==> config.mk <==
export PLATFORM = sky130hd
export DESIGN_NAME = jtcps_busctl_flat
export DESIGN_NICKNAME = d
export VERILOG_FILES = /design/src/rtl/jtcps_bus_pkg.sv /design/src/rtl/jtcps_busctl_if.sv /design/src/rtl/jtcps_busctl_dec.sv /design/src/rtl/jtcps_busctl.sv /design/src/flat_wrapper.sv
export SDC_FILE = /design/constraint.sdc
export NUM_CORES = 1
export LEC_CHECK = 0
export CAP_MARGIN = 20
export CORE_MARGIN = 2
export CORE_UTILIZATION = 32
export DETAILED_ROUTE_END_ITERATION = 16
export GPL_TIMING_DRIVEN = 0
export HOLD_SLACK_MARGIN = 0.15
export PLACE_DENSITY = 0.74
export RECOVER_POWER = 100
export SLEW_MARGIN = 10
export SYNTH_ARGS = -nofsm -noshare
export SYNTH_HDL_FRONTEND = slang
export SYNTH_SLANG_ARGS = --single-unit
==> constraint.sdc <==
create_clock -name clk -period 1.71 [get_ports clk]
set_clock_uncertainty 0.1 [all_clocks]
set_input_delay 0.342 -clock clk [delete_from_list [all_inputs] [get_ports clk]]
set_output_delay 0.342 -clock clk [all_outputs]
set_load 0.01 [all_outputs]
==> src/rtl/jtcps_bus_pkg.sv <==
// Shared types, field widths and the region-match rule for the CPS 68000 bus controller.
package jtcps_bus_pkg;

  localparam int unsigned WAIT_W  = 4;
  localparam int unsigned TOUT_W  = 8;
  localparam int unsigned HIT_W   = 3;
  localparam int unsigned MATCH_W = 32;

  typedef enum logic [1:0] {
    ST_IDLE = 2'd0,
    ST_WAIT = 2'd1,
    ST_ACK  = 2'd2,
    ST_ERR  = 2'd3
  } bus_st_t;

  // A region matches when every masked address bit equals its match bit
  function automatic logic region_match(input logic [MATCH_W-1:0] atop,
                                        input logic [MATCH_W-1:0] match,
                                        input logic [MATCH_W-1:0] mask);
    return ((atop ^ match) & mask) == '0;
  endfunction

endpackage

==> src/rtl/jtcps_busctl_if.sv <==
// CPU-side bus bundle between the fx68k wrapper and the bus controller.
interface jtcps_busctl_if #(
  parameter int unsigned AW = 23,
  parameter int unsigned N  = 4
);
  logic                             cen;
  logic                             asn;
  logic                             bgackn;
  logic                             rnw;
  logic                             udsn;
  logic                             ldsn;
  logic [AW:1]                      a;
  logic [N-1:0]                     ok;
  logic [N-1:0]                     cs;
  logic [jtcps_bus_pkg::HIT_W-1:0]  hit;
  logic                             dtackn;
  logic                             berrn;

  modport master (
    output cen, asn, bgackn, rnw, udsn, ldsn, a, ok,
    input  cs, hit, dtackn, berrn
  );

  modport slave (
    input  cen, asn, bgackn, rnw, udsn, ldsn, a, ok,
    output cs, hit, dtackn, berrn
  );
endinterface

==> src/rtl/jtcps_busctl_dec.sv <==
// Combinational priority decoder: top address bits to the lowest matching region index.
module jtcps_busctl_dec
  import jtcps_bus_pkg::*;
#(
  parameter int unsigned     N     = 4,
  parameter int unsigned     MB    = 8,
  parameter logic [N*MB-1:0] MATCH = '0,
  parameter logic [N*MB-1:0] MASK  = '0
) (
  input  logic [MB-1:0]    i_atop,
  output logic [HIT_W-1:0] o_hit_c,
  output logic             o_any_c
);

  // Scan from the top index down so the lowest matching index is the last write
  always_comb begin
    o_hit_c = '0;
    o_any_c = 1'b0;
    for (int i = int'(N) - 1; i >= 0; i--) begin
      if (region_match(MATCH_W'(i_atop), MATCH_W'(MATCH[i*MB +: MB]),
                       MATCH_W'(MASK[i*MB +: MB]))) begin
        o_hit_c = HIT_W'(i);
        o_any_c = 1'b1;
      end
    end
  end

endmodule

==> src/rtl/jtcps_busctl.sv <==
// 68000 bus controller: region decode, registered chip selects, wait states,
// ok handshake and DTACKn generation. Optional bus-error timeout enabled by
// defining JTCPS_BUSTOUT_EN.
module jtcps_busctl
  import jtcps_bus_pkg::*;
#(
  parameter int unsigned         AW    = 23,
  parameter int unsigned         N     = 4,
  parameter int unsigned         MB    = 8,
  parameter logic [N*MB-1:0]     MATCH = '0,
  parameter logic [N*MB-1:0]     MASK  = '0,
  parameter logic [N*WAIT_W-1:0] WAIT  = '0,
  parameter logic [N-1:0]        USEOK = '0,
  parameter logic [TOUT_W-1:0]   TOUT  = 8'd255
) (
  input  logic          clk,
  input  logic          rst,
  jtcps_busctl_if.slave bus
);

  bus_st_t            r_st, w_st_nx;
  logic               r_armed, w_armed_nx;
  logic [WAIT_W-1:0]  r_wcnt, w_wcnt_nx;
  logic [HIT_W-1:0]   r_hit, w_hit_nx;
  logic               r_rnw, w_rnw_nx;
  logic [N-1:0]       r_cs, w_cs_nx;
  logic               r_dtackn, w_dtackn_nx;
`ifdef JTCPS_BUSTOUT_EN
  logic [TOUT_W-1:0]  r_tcnt, w_tcnt_nx;
  logic               r_berrn, w_berrn_nx;
`endif

  logic [HIT_W-1:0]   w_dec_hit;
  logic               w_dec_any;
  logic [WAIT_W-1:0]  w_wait_ld;
  logic               w_useok;
  logic               w_ok;
  logic [N-1:0]       w_hot;
  logic               w_strobe;
  logic               w_unused;

  jtcps_busctl_dec #(
    .N     (N),
    .MB    (MB),
    .MATCH (MATCH),
    .MASK  (MASK)
  ) u_dec (
    .i_atop  (bus.a[AW:AW-MB+1]),
    .o_hit_c (w_dec_hit),
    .o_any_c (w_dec_any)
  );

  assign w_strobe = ~(bus.udsn & bus.ldsn);
  assign w_unused = ^{bus.a, TOUT};

  // Per-region parameter and ok selection for the decoded and the latched region
  always_comb begin
    w_wait_ld = '0;
    w_useok   = 1'b0;
    w_ok      = 1'b0;
    w_hot     = '0;
    for (int i = 0; i < int'(N); i++) begin
      if (w_dec_hit == HIT_W'(i)) w_wait_ld = WAIT[i*WAIT_W +: WAIT_W];
      if (r_hit == HIT_W'(i)) begin
        w_useok  = USEOK[i];
        w_ok     = bus.ok[i];
        w_hot[i] = 1'b1;
      end
    end
  end

  // Next-state and registered outputs; nothing moves outside cen
  always_comb begin
    w_st_nx     = r_st;
    w_armed_nx  = r_armed;
    w_wcnt_nx   = r_wcnt;
    w_hit_nx    = r_hit;
    w_rnw_nx    = r_rnw;
    w_cs_nx     = r_cs;
    w_dtackn_nx = r_dtackn;
`ifdef JTCPS_BUSTOUT_EN
    w_tcnt_nx   = r_tcnt;
    w_berrn_nx  = r_berrn;
`endif
    if (bus.cen) begin
      case (r_st)
        ST_IDLE: begin
          if (bus.asn) begin
            w_armed_nx = 1'b1;
          end else if (r_armed && bus.bgackn) begin
            w_armed_nx = 1'b0;
            w_hit_nx   = w_dec_hit;
            w_rnw_nx   = bus.rnw;
            w_wcnt_nx  = w_wait_ld;
`ifdef JTCPS_BUSTOUT_EN
            w_tcnt_nx  = '0;
`endif
            if (w_dec_any) begin
              w_st_nx = ST_WAIT;
            end else begin
              w_st_nx     = ST_ACK;
              w_dtackn_nx = 1'b0;
            end
          end
        end
        ST_WAIT: begin
          if (bus.asn) begin
            w_st_nx  = ST_IDLE;
            w_cs_nx  = '0;
            w_hit_nx = '0;
          end else begin
            // Writes hold off the chip select until a data strobe is low
            if (r_rnw || w_strobe) w_cs_nx = w_hot;
            if (r_wcnt != '0) w_wcnt_nx = r_wcnt - WAIT_W'(1);
            if (r_wcnt == '0 && (!w_useok || w_ok)) begin
              w_st_nx     = ST_ACK;
              w_dtackn_nx = 1'b0;
            end
`ifdef JTCPS_BUSTOUT_EN
            else if (r_tcnt == TOUT) begin
              w_st_nx    = ST_ERR;
              w_cs_nx    = '0;
              w_hit_nx   = '0;
              w_berrn_nx = 1'b0;
            end else begin
              w_tcnt_nx = r_tcnt + TOUT_W'(1);
            end
`endif
          end
        end
        ST_ACK: begin
          if (bus.asn) begin
            w_st_nx     = ST_IDLE;
            w_cs_nx     = '0;
            w_hit_nx    = '0;
            w_dtackn_nx = 1'b1;
          end
        end
        ST_ERR: begin
          if (bus.asn) begin
            w_st_nx = ST_IDLE;
`ifdef JTCPS_BUSTOUT_EN
            w_berrn_nx = 1'b1;
`endif
          end
        end
        default: w_st_nx = ST_IDLE;
      endcase
    end
  end

  // State and output registers with asynchronous reset
  always_ff @(posedge clk or posedge rst) begin
    if (rst) begin
      r_st     <= ST_IDLE;
      r_armed  <= 1'b0;
      r_wcnt   <= '0;
      r_hit    <= '0;
      r_rnw    <= 1'b1;
      r_cs     <= '0;
      r_dtackn <= 1'b1;
`ifdef JTCPS_BUSTOUT_EN
      r_tcnt   <= '0;
      r_berrn  <= 1'b1;
`endif
    end else begin
      r_st     <= w_st_nx;
      r_armed  <= w_armed_nx;
      r_wcnt   <= w_wcnt_nx;
      r_hit    <= w_hit_nx;
      r_rnw    <= w_rnw_nx;
      r_cs     <= w_cs_nx;
      r_dtackn <= w_dtackn_nx;
`ifdef JTCPS_BUSTOUT_EN
      r_tcnt   <= w_tcnt_nx;
      r_berrn  <= w_berrn_nx;
`endif
    end
  end

  assign bus.cs     = r_cs;
  assign bus.hit    = r_hit;
  assign bus.dtackn = r_dtackn | bus.asn;
`ifdef JTCPS_BUSTOUT_EN
  assign bus.berrn  = r_berrn;
`else
  assign bus.berrn  = 1'b1;
`endif

endmodule
==> src/flat_wrapper.sv <==
// flat-port wrapper written by rule: the top's interface ports become plain ports
module jtcps_busctl_flat import jtcps_bus_pkg::*;
#(
  parameter int unsigned         AW    = 23,
  parameter int unsigned         N     = 4,
  parameter int unsigned         MB    = 8,
  parameter logic [N*MB-1:0]     MATCH = '0,
  parameter logic [N*MB-1:0]     MASK  = '0,
  parameter logic [N*WAIT_W-1:0] WAIT  = '0,
  parameter logic [N-1:0]        USEOK = '0,
  parameter logic [TOUT_W-1:0]   TOUT  = 8'd255
)
  (clk, rst, bus_cen, bus_asn, bus_bgackn, bus_rnw, bus_udsn, bus_ldsn, bus_a, bus_ok, bus_cs, bus_hit, bus_dtackn, bus_berrn);
  jtcps_busctl_if #(.AW(AW), .N(N)) bus_i ();
  input  logic clk;
  input  logic rst;
  input wire logic [$bits(bus_i.cen)-1:0] bus_cen;
  input wire logic [$bits(bus_i.asn)-1:0] bus_asn;
  input wire logic [$bits(bus_i.bgackn)-1:0] bus_bgackn;
  input wire logic [$bits(bus_i.rnw)-1:0] bus_rnw;
  input wire logic [$bits(bus_i.udsn)-1:0] bus_udsn;
  input wire logic [$bits(bus_i.ldsn)-1:0] bus_ldsn;
  input wire logic [$bits(bus_i.a)-1:0] bus_a;
  input wire logic [$bits(bus_i.ok)-1:0] bus_ok;
  output wire logic [$bits(bus_i.cs)-1:0] bus_cs;
  output wire logic [$bits(bus_i.hit)-1:0] bus_hit;
  output wire logic [$bits(bus_i.dtackn)-1:0] bus_dtackn;
  output wire logic [$bits(bus_i.berrn)-1:0] bus_berrn;
  assign bus_i.cen = bus_cen;
  assign bus_i.asn = bus_asn;
  assign bus_i.bgackn = bus_bgackn;
  assign bus_i.rnw = bus_rnw;
  assign bus_i.udsn = bus_udsn;
  assign bus_i.ldsn = bus_ldsn;
  assign bus_i.a = bus_a;
  assign bus_i.ok = bus_ok;
  assign bus_cs = bus_i.cs;
  assign bus_hit = bus_i.hit;
  assign bus_dtackn = bus_i.dtackn;
  assign bus_berrn = bus_i.berrn;
  jtcps_busctl #(.AW(AW), .N(N), .MB(MB), .MATCH(MATCH), .MASK(MASK), .WAIT(WAIT), .USEOK(USEOK), .TOUT(TOUT)) u_core (.clk(clk), .rst(rst), .bus(bus_i));
endmodule
==> flow_summary_export.csv, run 1 <==
group,metric,value,unit
run_status,outcome,"complete, but fails checks",
run_status,violations,"negative setup slack",
finish,drive_gt1_share,49.0,%
route,drc,0,
synth,synth_area,701,um2
timing,max_freq,566,MHz
route,via_per_inst,4.91,
cts,clk_pin_slew,0.08,ns
die,fp.dieW,50.8,um
synth,synthCells,74,
worst_setup_path,worstReg2RegEnd,"u_core.r_dtackn",
die,die_area,2580,um2
synth,synth_top_family_by_area,"simple AND/OR/NAND/NOR gates",
worst_setup_path,cp.required,1.83,ns
synth,synth_edf_count,0,
min_path,hold_depth,2,
power_and_ir_drop,p_leak,0.000479,uW
place,numPortBuffers,8,
cts,clock_sinks,10,
worst_setup_path,crit_fanout,3,
finish,fin_util,53.3,%
place,placed_area,836,um2
die,placement_rows,16,
cts,cts-hold-fix-buffers,0,
place,gp_congestion,0.779,
power_and_ir_drop,power_density,1680,nW/um2
route,drt_iter0_markers,22,
timing,rsz0062_at_grt,"yes",
timing,setup_violations,4,
timing,finalHoldViolations,0,
job,maxCapViolCount,0,
place,dp_hpwl,1.00,mm
cts,cts_buffer_depth,2,
synth,synthXorXnorAreaFrac,0,%
route,num_vias,643,
grt,grt_pass1_wl,2.68,mm
timing,drv_slew,0,
synth,netlist-cell-type-count,33,
grt,grt_usage,14.5,%
finish,area_delta_synth_final,53.9,%
timing,period_needed,1.77,ns
finish,stdcell_count,131,
cts,htree_levels,1,
power_and_ir_drop,combPwrFrac,64.4,%
die,core_area,2020,um2
grt,overflow,0,
grt,grt_pass1_vias,619,
worst_setup_path,cp-start-kind,"flop",
timing,worst_slack,-0.0563,ns
power_and_ir_drop,power,1810,uW
worst_setup_path,cp.arrival,1.89,ns
synth,async_flop_share,100,%
power_and_ir_drop,swShare,40.9,%
min_path,worstHoldStart,"bus_cen",
power_and_ir_drop,max-vdd-ir-drop,0.000844,V
synth,yosys_register_bits,10,
power_and_ir_drop,seq_power_share,22.9,%
worst_setup_path,r2r_start,"u_core.r_wcnt[1]",
die,die_h,50.8,um
synth,syn_area_per_cell,9.47,um2
synth,synth_fa_ha_area_share,10.7,%
die,io-pin-count,44,
cts,cts_buffers,3,
route,first_pass_iters,4,
power_and_ir_drop,switchingPower,742,uW
worst_setup_path,path_class,"flop to flop",
finish,final_nets,146,
place,dp_cells,114,
finish,num_antenna_cells,0,
synth,synth-compound-area-share,16.1,%
min_path,hold_end,"u_core.bus.cs[0]",
cts,cts_tree,"done",
power_and_ir_drop,clockPowerShare,12.6,%
route,wirelength,1.91,mm
min_path,hold_class,"primary input to flop",
cts,cts-root-buf,"clkbuf_4",
synth,synth_simple_gate_area_share,18.6,%
synth,synthFlopType,"dfrtp_1",
die,initial_core_util,34.7,%
route,drt.antenna.violating_nets,0,
finish,final_area,1080,um2
worst_setup_path,endpoint_kind,"flop",
timing,timing.final.crit_share,103,%
worst_setup_path,regToRegSetupSlack,-0.06,ns
finish,layout_common_cells,"buf_4, conb_1, dfrtp_1",
worst_setup_path,worstRegToRegCells,6,
finish,layout_commonest_cell,"buf_4",
cts,clk_latency,0.29,ns
synth,yosysWarnings,0,
power_and_ir_drop,p_int,1070,uW
grt,antenna_found_initial,0,
grt,grt_max_degree,11,
synth,synth_mux_area_share,4.64,%
route,wl_per_cell,14.6,um
place,pre_cts_slack,-0.441,ns
synth,synth-seq-area-share,36.1,%
## power groups by stage
stage	Sequential (uW)	Combinational (uW)	Clock, uW
final	416	1170	229
after floorplan	400	465	0
after global placement	405	588	0
after global routing	427	1250	248
after CTS	409	883	231
after detailed placement	413	612	0
## how the worst max path moves through the flow
stage	start	to	slack [ns]	cells after the start
floorplan	u_core.r_st[0]	u_core.r_wcnt[1]	0.007	6
global placement	bus_asn	bus_dtackn	-0.43	3
detailed placement	bus_asn	bus_dtackn	-0.44	3
CTS	u_core.r_st[1]	u_core.r_wcnt[1]	-0.01	6
global route	u_core.r_wcnt[1]	u_core.r_dtackn	-0.08	6
finish	u_core.r_wcnt[1]	u_core.r_dtackn	-0.06	6
## sequential cells by signal, summed over array words and instances (netlist names)
register and flops:
u_core.bus.cs 1, u_core.r_armed 1, u_core.r_dtackn 1, u_core.r_rnw 1
u_core.r_st 2, u_core.r_wcnt 4
## final cells by class
cell class	instances	area, um2
flip-flops and latches	10	254
repair buffers	21	173
clock buffers	4	36.3
well taps	27	33.8
inverters	7	26.3
multi-input cells	54	492
plain buffers	8	63.8
fillers	172	943
## through the flow
step / hold WS (ns) / setup TNS (ns)
final: 0.212 / -0.103
after CTS: 0.188 / -0.0126
after detailed placement: 0.406 / -2.22
after global routing: 0.192 / -0.313
after floorplan: 0.0807 / 0
after global placement: 0.388 / -1.93
## routing by layer
layer  global-route usage [%]  wire length, um  vias up
met5                        0                0        -
li1                         -                -      302
met3                     5.95              106        5
met4                     9.01               42        0
met1                     14.1              792      316
met2                     25.4              966       20
## critical path: stages, from the launching register on
cell	delay, ns
dfrtp_1	0.40
inv_2	0.09
ha_4	0.14
or3b_4	0.40
or3_4	0.38
a21oi_2	0.14
nor2_1	0.05
## logic make-up (layout without fill, tap and decap cells)
logic type,Yosys count,after routing
buffers and inverters,15,40
AOI/OAI and AO/OA,15,15
DFF,10,10
adders and majority gates,6,6
and+or+nand+nor,23,23
other,2,7
muxes,3,3
## Yosys cell counts (all sizes together), types with 2 or more instances
cell type,n,area (um2)
a21oi,4,23.8
a31oi,2,12.5
buf,8,63.8
conb,2,7.51
dfrtp,8,200
dfstp,2,52.6
ha,6,75.1
inv,7,26.3
mux2,2,22.5
nand2,2,7.51
nand2b,3,18.8
nand3,2,10.0
nor2,7,26.3
o31ai,2,15.0
## repair_timing
item | 4_1_cts | 5_1_grt
pin swaps | 3 | 5
setup endpoints to repair | 6 | 7
gates resized for setup | 17 | 14
setup buffers | 7 | 6
(Power assumes the default switching activity.)
==> run 2: changes to the inputs <==
ABC_CLOCK_PERIOD_IN_PS = 1710   (was not set)
CORE_UTILIZATION = 34   (was 32)
CTS_BUF_LIST = sky130_fd_sc_hd__clkbuf_4   (was not set)
PLACE_DENSITY = 0.78   (was 0.74)
==> flow_summary_export.csv, run 2 (same netlist as run 1, synthesis figures left out) <==
group,metric,value,unit
min_path,hold_class,"primary input to flop",
finish,layout_commonest_cell,"buf_4",
finish,drive_gt1_share,45.0,%
finish,register_area,253,um2
die,core_area,1960,um2
job,maxCapViolCount,0,
power_and_ir_drop,clockPowerShare,10.9,%
timing,rsz0062_at_grt,"yes",
power_and_ir_drop,max-vdd-ir-drop,0.000874,V
worst_setup_path,cp-start-kind,"flop",
route,first_pass_iters,4,
route,via_per_inst,4.83,
finish,regMostFlops,"u_core.r_wcnt",
run_status,outcome,"complete, but fails checks",
worst_setup_path,slowest_delay,0.40,ns
worst_setup_path,path_class,"flop to flop",
finish,fill_cells,182,
grt,grt_max_degree,11,
power_and_ir_drop,p_int,960,uW
power_and_ir_drop,switchingPower,654,uW
die,initial_core_util,35.7,%
finish,final_nets,142,
place,placed_area,836,um2
route,drt_iter0_markers,13,
route,wl_per_cell,13.2,um
finish,stdcell_count,127,
timing,worst_slack,-0.0284,ns
worst_setup_path,endpoint_kind,"flop",
route,num_vias,613,
worst_setup_path,critPathBufInv,1,
grt,antenna_found_initial,0,
finish,fin_util,52.5,%
finish,multi_input_area,482,um2
run_status,violations,"negative setup slack",
route,drc,0,
grt,grt_usage,14.1,%
timing,finalHoldViolations,0,
worst_setup_path,cp.arrival,1.84,ns
cts,htree_levels,1,
finish,num_antenna_cells,0,
place,gp_congestion,0.780,
die,die_h,49.4,um
place,numPortBuffers,8,
place,dp_cells,114,
timing,drv_slew,0,
route,drt.antenna.violating_nets,0,
timing,period_needed,1.74,ns
finish,layout_common_cells,"buf_4, dfrtp_1, conb_1",
die,io-pin-count,44,
power_and_ir_drop,combPwrFrac,63.9,%
cts,cts_buffers,3,
die,fp.dieW,49.4,um
worst_setup_path,regToRegSetupSlack,-0.03,ns
cts,clk_pin_slew,0.07,ns
worst_setup_path,path_cells,"inv_2 > ha_4 > or3b_4 > or3_4 > a21oi_2 > nor2_1",
route,wirelength,1.68,mm
power_and_ir_drop,power,1610,uW
timing,max_freq,575,MHz
die,die_area,2440,um2
finish,largest_registers,"u_core.r_wcnt x4, u_core.r_st x2",
die,placement_rows,16,
place,dp_hpwl,1.03,mm
grt,grt_pass1_wl,2.63,mm
cts,cts-root-buf,"clkbuf_4",
grt,grt_pass1_vias,604,
cts,clk_latency,0.28,ns
power_and_ir_drop,seq_power_share,25.2,%
place,pre_cts_slack,-0.416,ns
power_and_ir_drop,p_leak,0.000454,uW
grt,overflow,0,
cts,cts_buffer_depth,2,
worst_setup_path,path_delay_family,"simple AND/OR/NAND/NOR gates",
power_and_ir_drop,power_density,1570,nW/um2
worst_setup_path,crit_slowest_cell,"or3b_4",
worst_setup_path,crit_fanout,3,
cts,cts_tree,"done",
timing,setup_violations,5,
timing,timing.final.crit_share,102,%
cts,clock_sinks,10,
power_and_ir_drop,swShare,40.5,%
finish,largest_reg_flops,4,
finish,final_area,1030,um2
worst_setup_path,cp.required,1.81,ns
finish,area_delta_synth_final,47.0,%
==> run 2: worst paths after layout <==
check	startpoint	endpoint	cells after the start
setup / recovery	u_core.r_wcnt[1]	u_core.r_dtackn	6
hold / removal	bus_cen	u_core.bus.cs[0]	2
setup reg to reg	u_core.r_wcnt[1]	u_core.r_dtackn	6
hold reg to reg	u_core.r_armed	u_core.r_armed	1
max in group asynchronous	rst	u_core.r_dtackn	2
min in group asynchronous	rst	u_core.r_wcnt[0]	2
==> run 2: final cells by class <==
type	instances	area share, %
well taps	27	3.28
plain buffers	8	6.20
inverters	7	2.55
multi-input cells	54	46.8
clock buffers	3	2.19
clock inverters	1	0.365
flip-flops and latches	10	24.5
repair buffers	17	14.1
==> run 2: layer usage <==
layer | wire [um] | part of all wire [%] | up-vias | global-route usage, %
li1 | - | - | 295 | -
met1 | 645 | 38 | 292 | 16.3
met2 | 924 | 55 | 22 | 25.2
met3 | 60 | 3.6 | 4 | 1.84
met4 | 51 | 3.0 | 0 | 6.94
met5 | 0 | 0 | - | 0
==> run 2: through the flow <==
stage,hold WS (ns),TNS (ns)
after floorplan,0.0807,0
after global placement,0.388,-1.86
after detailed placement,0.405,-2.02
after CTS,0.204,-0.0160
after global routing,0.228,-0.403
final,0.212,-0.0693
==> run 2: power groups by stage <==
| stage | Combinational (uW) | Sequential [uW] | Clock (uW) |
|---|---|---|---|
| after floorplan | 465 | 400 | 0 |
| after global placement | 588 | 405 | 0 |
| after detailed placement | 613 | 413 | 0 |
| after CTS | 848 | 397 | 176 |
| after global routing | 1130 | 418 | 192 |
| final | 1030 | 407 | 175 |
==> run 2: repair_timing <==
item,4_1_cts,5_1_grt
endpoints found under the setup margin,6,6
resized for setup,15,11
pin swaps,4,5
buffers inserted,5,4
hold endpoints to repair,0,0
hold buffers,0,0
==> patch 1 (flow settings as in run 1) <==
The package constant `WAIT_W` goes from 4 to 6.
--- a/src/rtl/jtcps_bus_pkg.sv
+++ b/src/rtl/jtcps_bus_pkg.sv
@@ -3,3 +3,3 @@
 
-  localparam int unsigned WAIT_W  = 4;
+  localparam int unsigned WAIT_W  = 6;
   localparam int unsigned TOUT_W  = 8;
Behaviour: no difference found for any inputs over 10 cycles, from zero or initial values and one cycle with rst high; that may be too few to reach the edited logic, so the function may still have changed.
==> patch 1 against run 1 <==
Synthesized area up 22%; first-iteration DRC count down 27%; routed wire length down 8.8%; total power up 2.5%; largest power group unchanged; critical path type unchanged; sequential cell count up 2; final area up 7.7%; setup slack better by 0.12 ns.
==> patch 1: results (changes against run 1) <==
non-clock buffer share of cell area 17.7% (-4.3 points); most frequent cells after synthesis dfrtp_1, inv_1, buf_4, ha_1, o21ai_0; multiplexer area fraction after synthesis 4.23% (-0.41 points); Max rail drop VDD 853 uV (+1.0%); Lkg Pwr 0.522 nW (+9.0%); largest net degree at the start of global routing 13 (+2); placement-stage cell area 983 sq um (+18%); multi-input gate count 66 (+22%); First DRT Iteration DRCs 16 (-27%); Final HPWL DP 1.21 mm (+21%); sequential cells 12 (+2); multi-input combinational area share 47.3% (+1.7 points); FF/Latch Area 303 sq um (+19%); Synth Area per Inst 9.52 sq um (+0.58%); clock network power 237 uW (+3%); Comb. pwr 1.09 mW (-7%); crit path DAT 1.71 ns (-0.18 ns); pre-CTS setup slack -0.163 ns (+0.277 ns); Filler Cell Count 226 (+31%); Buffers on Ports 7 (-1); Post-Synth Adder-Cell Area 10.2% (-0.50 points); layout cells sized above 1 39.1% (-9.9 points); inverters 8 (+1); Pint 1.10 mW (+3.1%); biggest regs u_core.r_wcnt (6), u_core.r_st (2); Hold Crit Class input pin to flip-flop; Site Rows 18 (+2); DR pass1 iterations 4 (unchanged); register area share after synthesis 35.3% (-0.74 points); Final GP Congestion 0.826 (+6.0%); status finished clean; final instance area 1160 sq um (+7.7%); WL/cell 12.0 um (-18%); Seq power 536 uW (+29%); global-route track usage on met2 21.6% (-3.8 points); Total GRT Usage 12.5% (-2.1 points); GRT met1 Usage 14.8% (+0.70 points); post-layout net count 158 (+8.2%); Inst Count DP 132 (+16%)
[patch 1: changes by cell type in the layout (fill, tap and decap cells not counted), sizes merged, moves of 2 or more]
| cell | run 1 | this run |
|---|---|---|
| o21ai | 1 | 9 |
| nand2b | 3 | 5 |
| o31ai | 2 | 0 |
| dfrtp | 8 | 10 |
| nand4 | 0 | 2 |
| buf | 21 | 17 |
[patch 1: critical path: stages (launching register included)]
cell and delay [ns]:
dfrtp_1 0.42, buf_4 0.15, ha_1 0.20, nor2_2 0.10, o221a_4 0.19, o21ai_2 0.05, mux2_4 0.30
[patch 1: repair_timing]
action,CTS,global route
resized for setup,6,17
setup buffers,6,3
pin swaps,1,4
endpoints found under the setup margin,8,8
[patch 1: layer usage]
layer / routed length (um) / vias up
met5: 0 / -
met4: 51 / 0
met3: 55 / 5
met2: 832 / 16
met1: 802 / 309
li1: - / 351
[patch 1: path summary, 6_finish.rpt]
check	slack (ns)	end	start	cells after the start
worst max-delay path	0.07	u_core.r_st[0]$_DFFE_PP0P_	u_core.r_st[0]$_DFFE_PP0P_	6
worst min-delay path	0.19	u_core.bus.cs[0]$_DFFE_PP0P_	bus_asn	2
worst max register to register	0.07	u_core.r_st[0]$_DFFE_PP0P_	u_core.r_st[0]$_DFFE_PP0P_	6
worst min register to register	0.40	u_core.r_wcnt[5]$_DFFE_PP0P_	u_core.r_wcnt[5]$_DFFE_PP0P_	1
max in group asynchronous	0.78	u_core.r_dtackn$_DFFE_PP1P_	rst	2
min in group asynchronous	0.39	u_core.r_st[1]$_DFFE_PP0P_	rst	2
[patch 1: cells by family after synthesis]
kind of cell | after synthesis
multiplexers | 3
other | 2
AND/OR/NAND/NOR | 25
AO/OA/AOI/OAI | 24
flip-flops | 12
buffers and inverters | 17
adder cells (fa/ha/maj) | 7
==> patch 2 (config.mk and constraints of run 1) <==
Without the edit above. `r_cs` no longer has a reset.
--- a/src/rtl/jtcps_busctl.sv
+++ b/src/rtl/jtcps_busctl.sv
@@ -159,3 +159,2 @@
       r_rnw    <= 1'b1;
-      r_cs     <= '0;
       r_dtackn <= 1'b1;
@@ -171,3 +170,2 @@
       r_rnw    <= w_rnw_nx;
-      r_cs     <= w_cs_nx;
       r_dtackn <= w_dtackn_nx;
@@ -178,2 +176,6 @@
     end
+  end
+
+  always_ff @(posedge clk) begin
+    r_cs <= w_cs_nx;
   end
Check against the original RTL: differs if rst is asserted again (counterexample within 4 cycles, from zero or initial values and one cycle with rst high); with rst held inactive, the same outputs for 10 cycles.
==> patch 2 against run 1 <==
Sequential share of layout area increased by 6.0 points; synthesized area decreased by 6.8%; via count decreased by 15%; first-iteration DRC count decreased by 68%; routed wire length decreased by 29%; final area decreased by 19%; sequential cell count unchanged; cell count decreased by 12%; setup slack improved by 0.13 ns.
Power is not compared: it rests on default switching activity, and its combinational part moved more than twofold at a synthesized area within 25%.
==> patch 2: results (changes against run 1) <==
placement-stage cell area 796 sq um (-4.8%); FF/Latch Area 258 sq um (+1.5%); multi-input gate count 46 (-15%); final worst-path cycle share 95.4% (-7.9 points); pre-CTS setup slack -0.536 ns (-0.0951 ns); Largest stage delay, worst path 0.37 ns (-0.03 ns); layout cells sized above 1 28.4% (-21 points); first-pass GRT wire length 2.21 mm (-18%); Synth cell types 37 (+12%); DR WL met2 593 um (-39%); global-route track usage on met2 18.0% (-7.4 points); multiplexer area fraction after synthesis 4.98% (+0.34 points); First DRT Iteration DRCs 7 (-68%); top cells by area, synth dfrtp_1, buf_4, dfstp_2; vias in the first global route 513 (-17%); sequential cells 10 (unchanged); non-clock buffer count 23 (-21%); register area share after synthesis 39.5% (+3.4 points); Hold Crit Class input pin to asynchronous set/reset pin; Final HPWL DP 936 um (-6.5%); Syn-to-layout area delta 33.7%; multi-input logic area 334 sq um (-32%); worst reg2reg setup slack 0.08 ns (+0.13 ns); Vias 547 (-15%); multi-input combinational area share 38.3% (-7.3 points); Worst-Skew Late Latency 0.27 ns (-0.02 ns); Buffers on Ports 9 (+1); Final GP Congestion 0.758 (-2.7%); met3 wire length 123 um (+16%); Filler Cell Count 192 (+12%); asr flop ratio synth 90.0% (-10 points); status finished clean; Inst Count DP 107 (-6.1%); CP max FO 4 (+1); clock-cell share of area 4.15% (+0.79 points); inverters 5 (-2); most frequent cells after synthesis buf_4, dfrtp_1, inv_1; reg2reg end u_core.r_wcnt[1]$_DFFE_PP0P_
==> patch 2: worst min-delay path by stage <==
stage                                           start                      endpoint  slack [ns]  cells after the start
after floorplan                                   rst    u_core.r_armed$_DFFE_PP0P_        0.07                      1
after global placement    u_core.r_dtackn$_DFFE_PP1P_   u_core.r_dtackn$_DFFE_PP1P_        0.38                      2
after detailed placement  u_core.r_dtackn$_DFFE_PP1P_   u_core.r_dtackn$_DFFE_PP1P_        0.38                      2
after CTS                                         rst  u_core.r_wcnt[2]$_DFFE_PP0P_        0.24                      2
after global routing                              rst  u_core.r_wcnt[2]$_DFFE_PP0P_        0.40                      2
final                                             rst  u_core.r_wcnt[2]$_DFFE_PP0P_        0.36                      2
==> patch 2: timing repair <==
action                                  CTS  global route
hold buffers                              0             0
endpoints found under the setup margin    2             1
resized for setup                        12             1
pin swaps                                 3             1
buffers inserted                          3             1
